<file path="config.mk">
export PLATFORM = sky130hd
export DESIGN_NAME = rice_partition_optimizer
export DESIGN_NICKNAME = d
export VERILOG_FILES = /design/src/rtl/rice_partition_optimizer.sv
export SDC_FILE = /design/constraint.sdc
export NUM_CORES = 2
export LEC_CHECK = 0
export CORE_UTILIZATION = 64
export DETAILED_ROUTE_END_ITERATION = 12
export DONT_BUFFER_PORTS = 1
export GPL_ROUTABILITY_DRIVEN = 0
export PLACE_DENSITY_LB_ADDON = 0.2
export SETUP_SLACK_MARGIN = 0.3
export SLEW_MARGIN = 20
export SYNTH_ARGS = -nofsm -noshare
export SYNTH_HDL_FRONTEND = slang
export SYNTH_SLANG_ARGS = --single-unit
</file>
<file path="constraint.sdc">
create_clock -name iClock -period 4.5 [get_ports iClock]
set_input_delay 0.9 -clock iClock [delete_from_list [all_inputs] [get_ports iClock]]
set_output_delay 0.9 -clock iClock [all_outputs]
set_load 0.03 [all_outputs]
</file>
<file path="src/rtl/rice_partition_optimizer.sv">
// Rice-parameter optimiser: costs every parameter 0..MAX_PARAM over a partition and reports the cheapest.
// Latency: oValid is high after edge E0+MAX_PARAM+4, where E0 accepts the closing sample (E0+MAX_PARAM+3 for a bare flush).
// Backpressure: oReady drops only when a partition closes while the previous one is still being scanned.
//
// Ports: iClock/iReset_n (sync, active-low); iValid/iResidual/iFlush in, accepted while oReady;
//        oValid pulses with oBest (5'h1F = escape), oBits (cost excluding the parameter field),
//        oCount (samples in the partition) and oEscape.
// Optional build macro RICE_ESCAPE_EN adds the verbatim (escape) coding decision after the scan.
module rice_partition_optimizer #(
  parameter int SAMPLE_WIDTH   = 16,
  parameter int PARTITION_SIZE = 1024,
  parameter int MAX_PARAM      = 14,
  parameter int ACC_WIDTH      = SAMPLE_WIDTH + $clog2(PARTITION_SIZE) + 2
) (
  input  logic                                iClock,
  input  logic                                iReset_n,
  input  logic                                iValid,
  input  logic signed [SAMPLE_WIDTH-1:0]      iResidual,
  input  logic                                iFlush,
  output logic                                oReady,
  output logic                                oValid,
  output logic [4:0]                          oBest,
  output logic [ACC_WIDTH-1:0]                oBits,
  output logic [$clog2(PARTITION_SIZE+1)-1:0] oCount,
  output logic                                oEscape
);

  localparam int CW = $clog2(PARTITION_SIZE + 1);
  localparam int KW = $clog2(MAX_PARAM + 1);
  localparam int UW = SAMPLE_WIDTH + 1;

  typedef enum logic [1:0] {ST_IDLE, ST_SCAN, ST_DONE} state_t;

  state_t               state_q, state_d;
  logic [KW-1:0]        k_q, k_d;
  logic [CW-1:0]        count_q, count_d;
  logic [UW-1:0]        u_q, u_d;
  logic                 s1_vld_q, s1_vld_d;
  logic                 s1_last_q, s1_last_d;
  logic [CW-1:0]        s1_cnt_q, s1_cnt_d;
  logic                 s2_last_q, s2_last_d;
  logic [CW-1:0]        s2_cnt_q, s2_cnt_d;
  logic                 pend_q, pend_d;
  logic [ACC_WIDTH-1:0] acc_q [0:MAX_PARAM];
  logic [ACC_WIDTH-1:0] acc_d [0:MAX_PARAM];
  logic [ACC_WIDTH-1:0] snap_q [0:MAX_PARAM];
  logic [ACC_WIDTH-1:0] snap_d [0:MAX_PARAM];
  logic [CW-1:0]        snap_cnt_q, snap_cnt_d;
  logic [ACC_WIDTH-1:0] min_q, min_d;
  logic [KW-1:0]        best_q, best_d;
  logic                 ready_q, ready_d;
  logic                 valid_q, valid_d;
  logic [4:0]           obest_q, obest_d;
  logic [ACC_WIDTH-1:0] obits_q, obits_d;
  logic [CW-1:0]        ocount_q, ocount_d;

  logic          accept_s, accept_f;
  logic [CW-1:0] cnt_next;
  logic          close_any, flush_only;
  logic          load, busy_pred;
  logic [UW-1:0] u_in;

  assign accept_s   = iValid && ready_q;
  assign accept_f   = iFlush && ready_q;
  assign cnt_next   = count_q + CW'(accept_s);
  assign close_any  = (accept_s && (cnt_next == CW'(PARTITION_SIZE))) ||
                      (accept_f && (cnt_next != '0));
  // A bare flush skips stage 1: the last sample is already in (or entering) the accumulators.
  assign flush_only = close_any && !accept_s;

  // Zigzag fold: non-negative r -> 2r, negative r -> -2r-1.
  assign u_in = {iResidual, 1'b0} ^ {UW{iResidual[SAMPLE_WIDTH-1]}};

  // Snapshot loads from the closing sample leaving stage 2, or from a held (stalled) partition.
  assign load = (s2_last_q || pend_q) && (state_q == ST_IDLE);

  // Predicts whether the snapshot will still be busy when this close reaches it:
  // a sample close needs it two edges out, a bare flush one edge out.
  assign busy_pred = pend_q || s1_last_q || s2_last_q ||
                     ((state_q == ST_SCAN) && (flush_only || (k_q != KW'(MAX_PARAM))));

`ifdef RICE_ESCAPE_EN
  logic                 escape_q, escape_d;
  logic [ACC_WIDTH-1:0] esc_bits;
  assign esc_bits = ACC_WIDTH'(5) + ACC_WIDTH'(snap_cnt_q) * ACC_WIDTH'(SAMPLE_WIDTH);
  assign oEscape  = escape_q;
`else
  assign oEscape  = 1'b0;
`endif

  always_comb begin
    state_d    = state_q;
    k_d        = k_q;
    snap_d     = snap_q;
    snap_cnt_d = snap_cnt_q;
    min_d      = min_q;
    best_d     = best_q;
    valid_d    = 1'b0;
    obest_d    = obest_q;
    obits_d    = obits_q;
    ocount_d   = ocount_q;
`ifdef RICE_ESCAPE_EN
    escape_d   = escape_q;
`endif

    // Input side: count, stage 1 and the close marker travelling with the pipe.
    count_d   = close_any ? '0 : cnt_next;
    s1_vld_d  = accept_s;
    u_d       = accept_s ? u_in : u_q;
    s1_last_d = accept_s && close_any;
    s1_cnt_d  = accept_s ? cnt_next : s1_cnt_q;
    s2_last_d = s1_last_q || flush_only;
    s2_cnt_d  = s2_cnt_q;
    if (flush_only) begin
      s2_cnt_d = count_q;
    end else if (s1_last_q) begin
      s2_cnt_d = s1_cnt_q;
    end

    // A close that finds the snapshot busy holds the totals until it frees.
    if (load) begin
      pend_d = 1'b0;
    end else if (s2_last_q) begin
      pend_d = 1'b1;
    end else begin
      pend_d = pend_q;
    end

    for (int k = 0; k <= MAX_PARAM; k++) begin
      acc_d[k] = (load ? '0 : acc_q[k]) +
                 (s1_vld_q ? (ACC_WIDTH'(u_q >> k) + ACC_WIDTH'(k + 1)) : '0);
    end

    ready_d = ready_q;
    if (close_any && busy_pred) begin
      ready_d = 1'b0;
    end else if (load && pend_q) begin
      ready_d = 1'b1;
    end

    case (state_q)
      ST_IDLE: begin
        if (load) begin
          snap_d     = acc_q;
          snap_cnt_d = s2_cnt_q;
          k_d        = '0;
          state_d    = ST_SCAN;
        end
      end
      ST_SCAN: begin
        // Strictly-less keeps the lowest k on ties; k=0 seeds the minimum.
        if ((k_q == '0) || (snap_q[k_q] < min_q)) begin
          min_d  = snap_q[k_q];
          best_d = k_q;
        end
        if (k_q == KW'(MAX_PARAM)) begin
          state_d = ST_DONE;
        end else begin
          k_d = k_q + 1'b1;
        end
      end
      ST_DONE: begin
        obest_d  = 5'(best_q);
        obits_d  = min_q;
        ocount_d = snap_cnt_q;
        valid_d  = 1'b1;
        state_d  = ST_IDLE;
`ifdef RICE_ESCAPE_EN
        escape_d = 1'b0;
        if (esc_bits < min_q) begin
          escape_d = 1'b1;
          obest_d  = 5'h1F;
          obits_d  = esc_bits;
        end
`endif
      end
      default: state_d = ST_IDLE;
    endcase
  end

  always_ff @(posedge iClock) begin
    if (!iReset_n) begin
      state_q    <= ST_IDLE;
      k_q        <= '0;
      count_q    <= '0;
      u_q        <= '0;
      s1_vld_q   <= 1'b0;
      s1_last_q  <= 1'b0;
      s1_cnt_q   <= '0;
      s2_last_q  <= 1'b0;
      s2_cnt_q   <= '0;
      pend_q     <= 1'b0;
      for (int k = 0; k <= MAX_PARAM; k++) begin
        acc_q[k]  <= '0;
        snap_q[k] <= '0;
      end
      snap_cnt_q <= '0;
      min_q      <= '0;
      best_q     <= '0;
      ready_q    <= 1'b1;
      valid_q    <= 1'b0;
      obest_q    <= '0;
      obits_q    <= '0;
      ocount_q   <= '0;
`ifdef RICE_ESCAPE_EN
      escape_q   <= 1'b0;
`endif
    end else begin
      state_q    <= state_d;
      k_q        <= k_d;
      count_q    <= count_d;
      u_q        <= u_d;
      s1_vld_q   <= s1_vld_d;
      s1_last_q  <= s1_last_d;
      s1_cnt_q   <= s1_cnt_d;
      s2_last_q  <= s2_last_d;
      s2_cnt_q   <= s2_cnt_d;
      pend_q     <= pend_d;
      acc_q      <= acc_d;
      snap_q     <= snap_d;
      snap_cnt_q <= snap_cnt_d;
      min_q      <= min_d;
      best_q     <= best_d;
      ready_q    <= ready_d;
      valid_q    <= valid_d;
      obest_q    <= obest_d;
      obits_q    <= obits_d;
      ocount_q   <= ocount_d;
`ifdef RICE_ESCAPE_EN
      escape_q   <= escape_d;
`endif
    end
  end

  assign oReady = ready_q;
  assign oValid = valid_q;
  assign oBest  = obest_q;
  assign oBits  = obits_q;
  assign oCount = ocount_q;

endmodule

</file>
After elaboration in Yosys (flattened, before gate mapping)
Cells that the tools add are included.

Logic and storage cells: 168. Input bits: 20. Register bits: 988. Output and inout bits: 47.

Reductions and logical operators: 31. Equality and inequality tests: 8. $add $sub $neg: 32. Muxes and demuxes: 44. Bitwise operators: 3. Magnitude comparators: 2.

Operator list (count): two-way mux 28 bit (17); binary-select mux 28 bit (select 4 bit) (1); adder 28 x 5 -> 28 bit (2); two-way mux 11 bit (3); adder 28 x 10 -> 28 bit (1); adder 28 x 11 -> 28 bit (1); adder 28 x 12 -> 28 bit (1); adder 28 x 13 -> 28 bit (1); adder 28 x 14 -> 28 bit (1); adder 28 x 15 -> 28 bit (1); adder 28 x 16 -> 28 bit (1); adder 28 x 17 -> 28 bit (1); adder 28 x 18 -> 28 bit (1); adder 28 x 6 -> 28 bit (1); adder 28 x 7 -> 28 bit (1); adder 28 x 8 -> 28 bit (1); adder 28 x 9 -> 28 bit (1); < comparator 28 bit (1); adder 17 x 1 -> 18 bit (second input constant) (1); two-way mux 18 bit (1); adder 16 x 2 -> 17 bit (second input constant) (1); two-way mux 17 bit (1); bitwise XOR 17 bit (1); adder 15 x 2 -> 16 bit (second input constant) (1); other kinds (50) (77).

Longest topological paths before layout
Depth in word-level cells: 11. Depth in mapped cells: 18. Depth with buffers taken out: 15.

Worst setup path after synthesis
No wires, ideal clock.

Kind: flip-flop to flip-flop. From: register pend_q. To: register acc_q[414] in the netlist's numbering. Buffers on the path: 5. Data arrival time: 3983 ps. Setup slack: 443 ps. Setup time: 74 ps. Stages on the path, launching flop included: 19. Data required time: 4426 ps. Clock period less this slack: 4057 ps. Cells stage by stage: dfxtp_1 -> or2_0 -> clkbuf_1 -> nand2_2 -> buf_2 -> buf_2 -> buf_1 -> clkbuf_1 -> and2_1 -> ha_1 -> inv_1 -> fa_1 -> nor2b_1 -> o31a_1 -> nor4_1 -> o21ai_1 -> a31oi_1 -> or4b_2 -> o21ai_0.

Cells in the longest elaborated chain, start to end: 4.

Ends and longest elaborated chain: start: declaration (RTL line 43) `logic pend_q, pend_d;`; start signal: assignment (RTL line 218) `pend_q <= pend_d;`; logical OR 1 bit (RTL line 75) `assign load = (s2_last_q || pend_q) && (state_q == ST_IDLE);`; logical AND 1 bit (RTL line 75); two-way mux 28 bit (RTL line 130) `acc_d[k] = (load ? '0 : acc_q[k]) +`; adder 28 x 18 -> 28 bit (RTL line 130); end signal: indexed assignment (RTL line 194) `acc_q[k] <= '0;`; end signal: assignment (RTL line 219) `acc_q <= acc_d;`; end: declaration (RTL line 44) `logic [ACC_WIDTH-1:0] acc_q [0:MAX_PARAM];`.

Every way passes these cells. A chain may end at the register's enable or synchronous reset.

Worst setup path after layout
From: register u_q[3]. To: register acc_q[359] in the netlist's numbering.

Cells in the longest elaborated chain, start to end: 3.

Ends and longest elaborated chain: start: declaration (RTL line 37) `logic [UW-1:0] u_q, u_d;`; start signal: assignment (RTL line 212) `u_q <= u_d;`; adder 15 x 2 -> 16 bit (RTL line 131) `(s1_vld_q ? (ACC_WIDTH'(u_q >> k) + ACC_WIDTH'(k + 1)) : '0);`; two-way mux 16 bit (RTL line 131); adder 28 x 16 -> 28 bit (RTL line 130).

Every way passes these cells.

==> flow_results.xml <==
<?xml version="1.0" encoding="UTF-8"?>
<metrics>
  <group name="run_status">
    <metric name="status" unit="">completed</metric>
  </group>
  <group name="logic_synthesis">
    <metric name="synth_top_area_share" unit="%">39.98</metric>
    <metric name="area_share_of_fa_ha_maj_cells_after_synthesis" unit="%">5.999</metric>
    <metric name="mappedNetlistArea" unit="um2">49430</metric>
    <metric name="synth_async_sr_flop_share" unit="%">0</metric>
    <metric name="synthesis.area_per_instance" unit="um2">8.272</metric>
    <metric name="main_combinational_cell_family_by_area_after_synthesis" unit="">simple AND/OR/NAND/NOR gates</metric>
    <metric name="post_synthesis_compound_gate_area_fraction" unit="%">14.22</metric>
    <metric name="synth_largest_area_cell" unit="">sky130_fd_sc_hd__dfxtp_1</metric>
    <metric name="synth_enable_flop_cells" unit="">0</metric>
    <metric name="ys_seq_elements" unit="">987</metric>
    <metric name="yosys.area_share.xor_xnor" unit="%">6.485</metric>
    <metric name="post_synth_num_cell_types" unit="">84</metric>
    <metric name="seq_area_frac_synth" unit="%">39.98</metric>
    <metric name="post_synth_and_or_nand_nor_area_fraction" unit="%">23.44</metric>
    <metric name="yosys_warnings" unit="">0</metric>
    <metric name="synth.area.top_cells" unit="">sky130_fd_sc_hd__dfxtp_1 (40%), sky130_fd_sc_hd__nand2_1 (9.4%), sky130_fd_sc_hd__a21oi_1 (6.8%)</metric>
    <metric name="synth_cells" unit="">5975</metric>
    <metric name="synth.area.mux_share" unit="%">6.134</metric>
    <metric name="synth-main-ff-cell" unit="">sky130_fd_sc_hd__dfxtp_1</metric>
  </group>
  <group name="drt">
    <metric name="via_per_inst" unit="">6.156</metric>
    <metric name="route.detailed.wl_per_inst" unit="um">20.37</metric>
    <metric name="routed_wirelength" unit="um">141800</metric>
    <metric name="vias" unit="">42860</metric>
    <metric name="drc" unit="">0</metric>
    <metric name="dr.pass1.iters" unit="">6</metric>
    <metric name="antenna_violating_nets_post_route" unit="">0</metric>
    <metric name="first_iter_violations" unit="">4599</metric>
  </group>
  <group name="sta">
    <metric name="timing.final.setup_violations" unit="">0</metric>
    <metric name="report.final.hold_viol_count" unit="">0</metric>
    <metric name="clock-skew-final" unit="ns">0.04800</metric>
    <metric name="min_period" unit="ns">4.141</metric>
    <metric name="post_route_fraction_of_the_period_consumed_by_the_critical_path" unit="%">92.03</metric>
    <metric name="maxClockFrequency" unit="MHz">241.5</metric>
    <metric name="transition_at_the_pin_with_the_smallest_max_transition_slack" unit="ns">0.9565</metric>
    <metric name="total_neg_setup_slack" unit="ns">0</metric>
    <metric name="max_slew_margin" unit="%">36.23</metric>
    <metric name="setup_repair_after_global_routing_missed_its_margin" unit="">false</metric>
    <metric name="slew_viol_final" unit="">0</metric>
  </group>
  <group name="grt">
    <metric name="grt_antenna_before_repair" unit="">7</metric>
    <metric name="pin_count_of_the_biggest_net_entering_global_routing" unit="">143</metric>
    <metric name="grt_resource_usage_total" unit="%">35.62</metric>
    <metric name="grt_pass1_vias" unit="">39690</metric>
    <metric name="grt_pass1_wl" unit="um">219400</metric>
    <metric name="grt.overflow.total" unit="">0</metric>
  </group>
  <group name="clock_network">
    <metric name="clk_pin_slew_worst_paths" unit="ns">0.06</metric>
    <metric name="cts.htree.levels" unit="">3</metric>
    <metric name="cts_hold_buffers" unit="">0</metric>
    <metric name="cts_tree" unit="">built</metric>
    <metric name="clk-insertion-delay-late" unit="ns">0.70</metric>
    <metric name="cts-root-buf" unit="">sky130_fd_sc_hd__clkbuf_16</metric>
    <metric name="cts.sinks" unit="">987</metric>
    <metric name="cts_made_buffers" unit="">100</metric>
    <metric name="cts.path.max_buffers" unit="">3</metric>
  </group>
  <group name="finish">
    <metric name="most_common_cell_after_layout_fill_and_taps_aside" unit="">sky130_fd_sc_hd__nand2_1</metric>
    <metric name="fraction_of_layout_cells_with_a_size_suffix_above_1" unit="%">7.555</metric>
    <metric name="stdcell_area" unit="um2">53950</metric>
    <metric name="most_frequent_cells_in_the_layout" unit="">sky130_fd_sc_hd__nand2_1 (1235), sky130_fd_sc_hd__dfxtp_1 (981), sky130_fd_sc_hd__a21oi_1 (667), sky130_fd_sc_hd__nor2_1 (452), sky130_fd_sc_hd__and2_1 (282)</metric>
    <metric name="syn_to_final_growth" unit="%">9.143</metric>
    <metric name="final_net_count" unit="">6097</metric>
  </group>
  <group name="critical_path">
    <metric name="timing.critical_path.to_type" unit="">flip-flop</metric>
    <metric name="critPathLaunchType" unit="">flip-flop</metric>
    <metric name="worst-r2r-cell-count" unit="">14</metric>
    <metric name="worstPathArrival" unit="ns">4.71</metric>
    <metric name="worst-path-max-fanout" unit="">8</metric>
    <metric name="crit_type" unit="">flip-flop to flip-flop</metric>
    <metric name="timing.critical_path.required" unit="ns">5.07</metric>
  </group>
  <group name="power_and_ir_drop">
    <metric name="vdd.ir_drop.worst" unit="V">0.0003276</metric>
    <metric name="power_density" unit="nW/um2">379.8</metric>
    <metric name="p_leak" unit="nW">19.59</metric>
  </group>
  <group name="hold_path">
    <metric name="hold_path.class" unit="">input port to flip-flop</metric>
    <metric name="timing.hold.worst_path_depth" unit="">1</metric>
  </group>
  <group name="flow_run">
    <metric name="max_cap_violations" unit="">0</metric>
  </group>
  <group name="place">
    <metric name="io_buffer_count" unit="">0</metric>
    <metric name="placed_area" unit="um2">50460</metric>
    <metric name="place_hpwl" unit="um">100200</metric>
  </group>
  <group name="die">
    <metric name="initial_utilization" unit="%">64.86</metric>
    <metric name="chipHeight" unit="um">279.9</metric>
    <metric name="io_pins" unit="">67</metric>
    <metric name="die_width" unit="um">279.9</metric>
    <metric name="floorplan.core_area" unit="um2">76200</metric>
    <metric name="placement_rows" unit="">101</metric>
    <metric name="die_area" unit="um2">78350</metric>
  </group>
</metrics>
-- logic make-up after synthesis --
kind of cell | after synthesis
AND/OR/NAND/NOR | 2545
adder cells (fa/ha/maj) | 228
buffers and inverters | 478
XOR/XNOR | 366
multiplexers | 164
flip-flops | 987
other | 1
AO/OA/AOI/OAI | 1206
-- synthesized netlist by cell type (5+ instances only) --
| library cell | n |
|---|---|
| sky130_fd_sc_hd__nand2_1 | 1236 |
| sky130_fd_sc_hd__dfxtp_1 | 987 |
| sky130_fd_sc_hd__a21oi_1 | 667 |
| sky130_fd_sc_hd__nor2_1 | 455 |
| sky130_fd_sc_hd__clkbuf_1 | 298 |
| sky130_fd_sc_hd__and2_1 | 282 |
| sky130_fd_sc_hd__xnor2_1 | 215 |
| sky130_fd_sc_hd__ha_1 | 213 |
| sky130_fd_sc_hd__o21ai_0 | 177 |
| sky130_fd_sc_hd__nand3_1 | 151 |
| sky130_fd_sc_hd__xor2_1 | 151 |
| sky130_fd_sc_hd__inv_1 | 117 |
| sky130_fd_sc_hd__mux4_2 | 111 |
| sky130_fd_sc_hd__or3_1 | 75 |
| sky130_fd_sc_hd__nand4_1 | 72 |
| sky130_fd_sc_hd__nor3_1 | 66 |
| sky130_fd_sc_hd__a211oi_1 | 60 |
| sky130_fd_sc_hd__a21o_1 | 54 |
| sky130_fd_sc_hd__mux2i_1 | 52 |
| sky130_fd_sc_hd__and3_1 | 50 |
| sky130_fd_sc_hd__o31ai_1 | 45 |
| sky130_fd_sc_hd__nor2b_1 | 41 |
| sky130_fd_sc_hd__o21a_1 | 40 |
| sky130_fd_sc_hd__nand2b_1 | 29 |
| sky130_fd_sc_hd__buf_2 | 28 |
| sky130_fd_sc_hd__buf_1 | 27 |
| sky130_fd_sc_hd__a21boi_0 | 25 |
| sky130_fd_sc_hd__o21bai_1 | 22 |
| sky130_fd_sc_hd__and4_1 | 21 |
| sky130_fd_sc_hd__a31oi_1 | 19 |
| sky130_fd_sc_hd__or4_1 | 17 |
| sky130_fd_sc_hd__fa_1 | 15 |
| sky130_fd_sc_hd__o211ai_1 | 15 |
| sky130_fd_sc_hd__nor4_1 | 12 |
| sky130_fd_sc_hd__o2111ai_1 | 12 |
| sky130_fd_sc_hd__o21ai_1 | 10 |
| sky130_fd_sc_hd__nor3b_1 | 9 |
| sky130_fd_sc_hd__a2111o_1 | 7 |
| sky130_fd_sc_hd__or2_2 | 7 |
| sky130_fd_sc_hd__buf_4 | 5 |
-- registers in the layout, indices dropped and copies added (netlist names), 11 cells and up --
signal / count
acc_q: 420
s1_cnt_q: 11
min_q: 28
snap_q: 420
oBits: 28
u_q: 16
snap_cnt_q: 11
oCount: 11
count_q: 11
s2_cnt_q: 11
-- per-stage QoR --
step	cells	util, %	power (mW)	setup WS [ns]	hold WS, ns
final	6962	70.79	20.49	0.3587	0.3211
after global routing	6961	70.79	21.13	0.3060	0.3153
after global placement	6771	66.22	11.94	0.2899	0.4331
after detailed placement	6771	66.22	11.99	0.2317	0.4406
after CTS	6955	70.69	20.46	0.3203	0.2937
after floorplan	5976	-	11.21	0.4427	0.4273
-- worst paths after layout --
kind,start,to,slack [ns]
worst max-delay path,u_q[3]$_SDFFE_PN0P_,acc_q[359]$_SDFF_PN0_,0.36
worst min-delay path,iReset_n,oReady$_SDFFE_PN1P_,0.32
worst max register to register,u_q[3]$_SDFFE_PN0P_,acc_q[359]$_SDFF_PN0_,0.36
worst min register to register,acc_q[255]$_SDFF_PN0_,snap_q[255]$_SDFFE_PN0P_,0.42
-- cell type report --
type                       count  area, um2
clock buffer                 142       2870
clock inverter                41      518.0
multi-input combinational   4511      27880
inverter                     120      457.9
timing repair buffer         129       1151
sequential                   987      19770
tap                         1030       1289
fill                        5939      22260
antenna                        2      5.005
-- power by group --
part	internal, mW	switching (mW)
registers	8.97	0.203
clock network	4.93	3.66
logic	0.900	1.83
-- per-layer routing --
layer / global-route usage, % / wire, um / up-vias
met5: 0 / 14 / -
met4: 14.73 / 6225 / 2
met3: 6.088 / 13350 / 347
met2: 56.21 / 63510 / 1844
met1: 48.31 / 58740 / 20510
li1: - / - / 20160
-- critical path, stage by stage, from the launching register on --
cell	delay [ns]
sky130_fd_sc_hd__dfxtp_1	0.56
sky130_fd_sc_hd__inv_1	0.13
sky130_fd_sc_hd__ha_1	0.28
sky130_fd_sc_hd__nor2_1	0.30
sky130_fd_sc_hd__nand3_1	0.17
sky130_fd_sc_hd__xnor2_1	0.15
sky130_fd_sc_hd__and2_1	0.16
sky130_fd_sc_hd__ha_1	0.38
sky130_fd_sc_hd__a21o_1	0.22
sky130_fd_sc_hd__a21o_1	0.18
sky130_fd_sc_hd__a21oi_1	0.31
sky130_fd_sc_hd__or4b_1	0.60
sky130_fd_sc_hd__nand3_1	0.27
sky130_fd_sc_hd__a21boi_0	0.16
sky130_fd_sc_hd__mux2i_1	0.14
-- timing repair --
action                                  CTS  global route
setup buffers                             1             5
endpoints found under the setup margin   32            66
gates resized for setup                   1             8
Power figures use the tool's default switching activity.
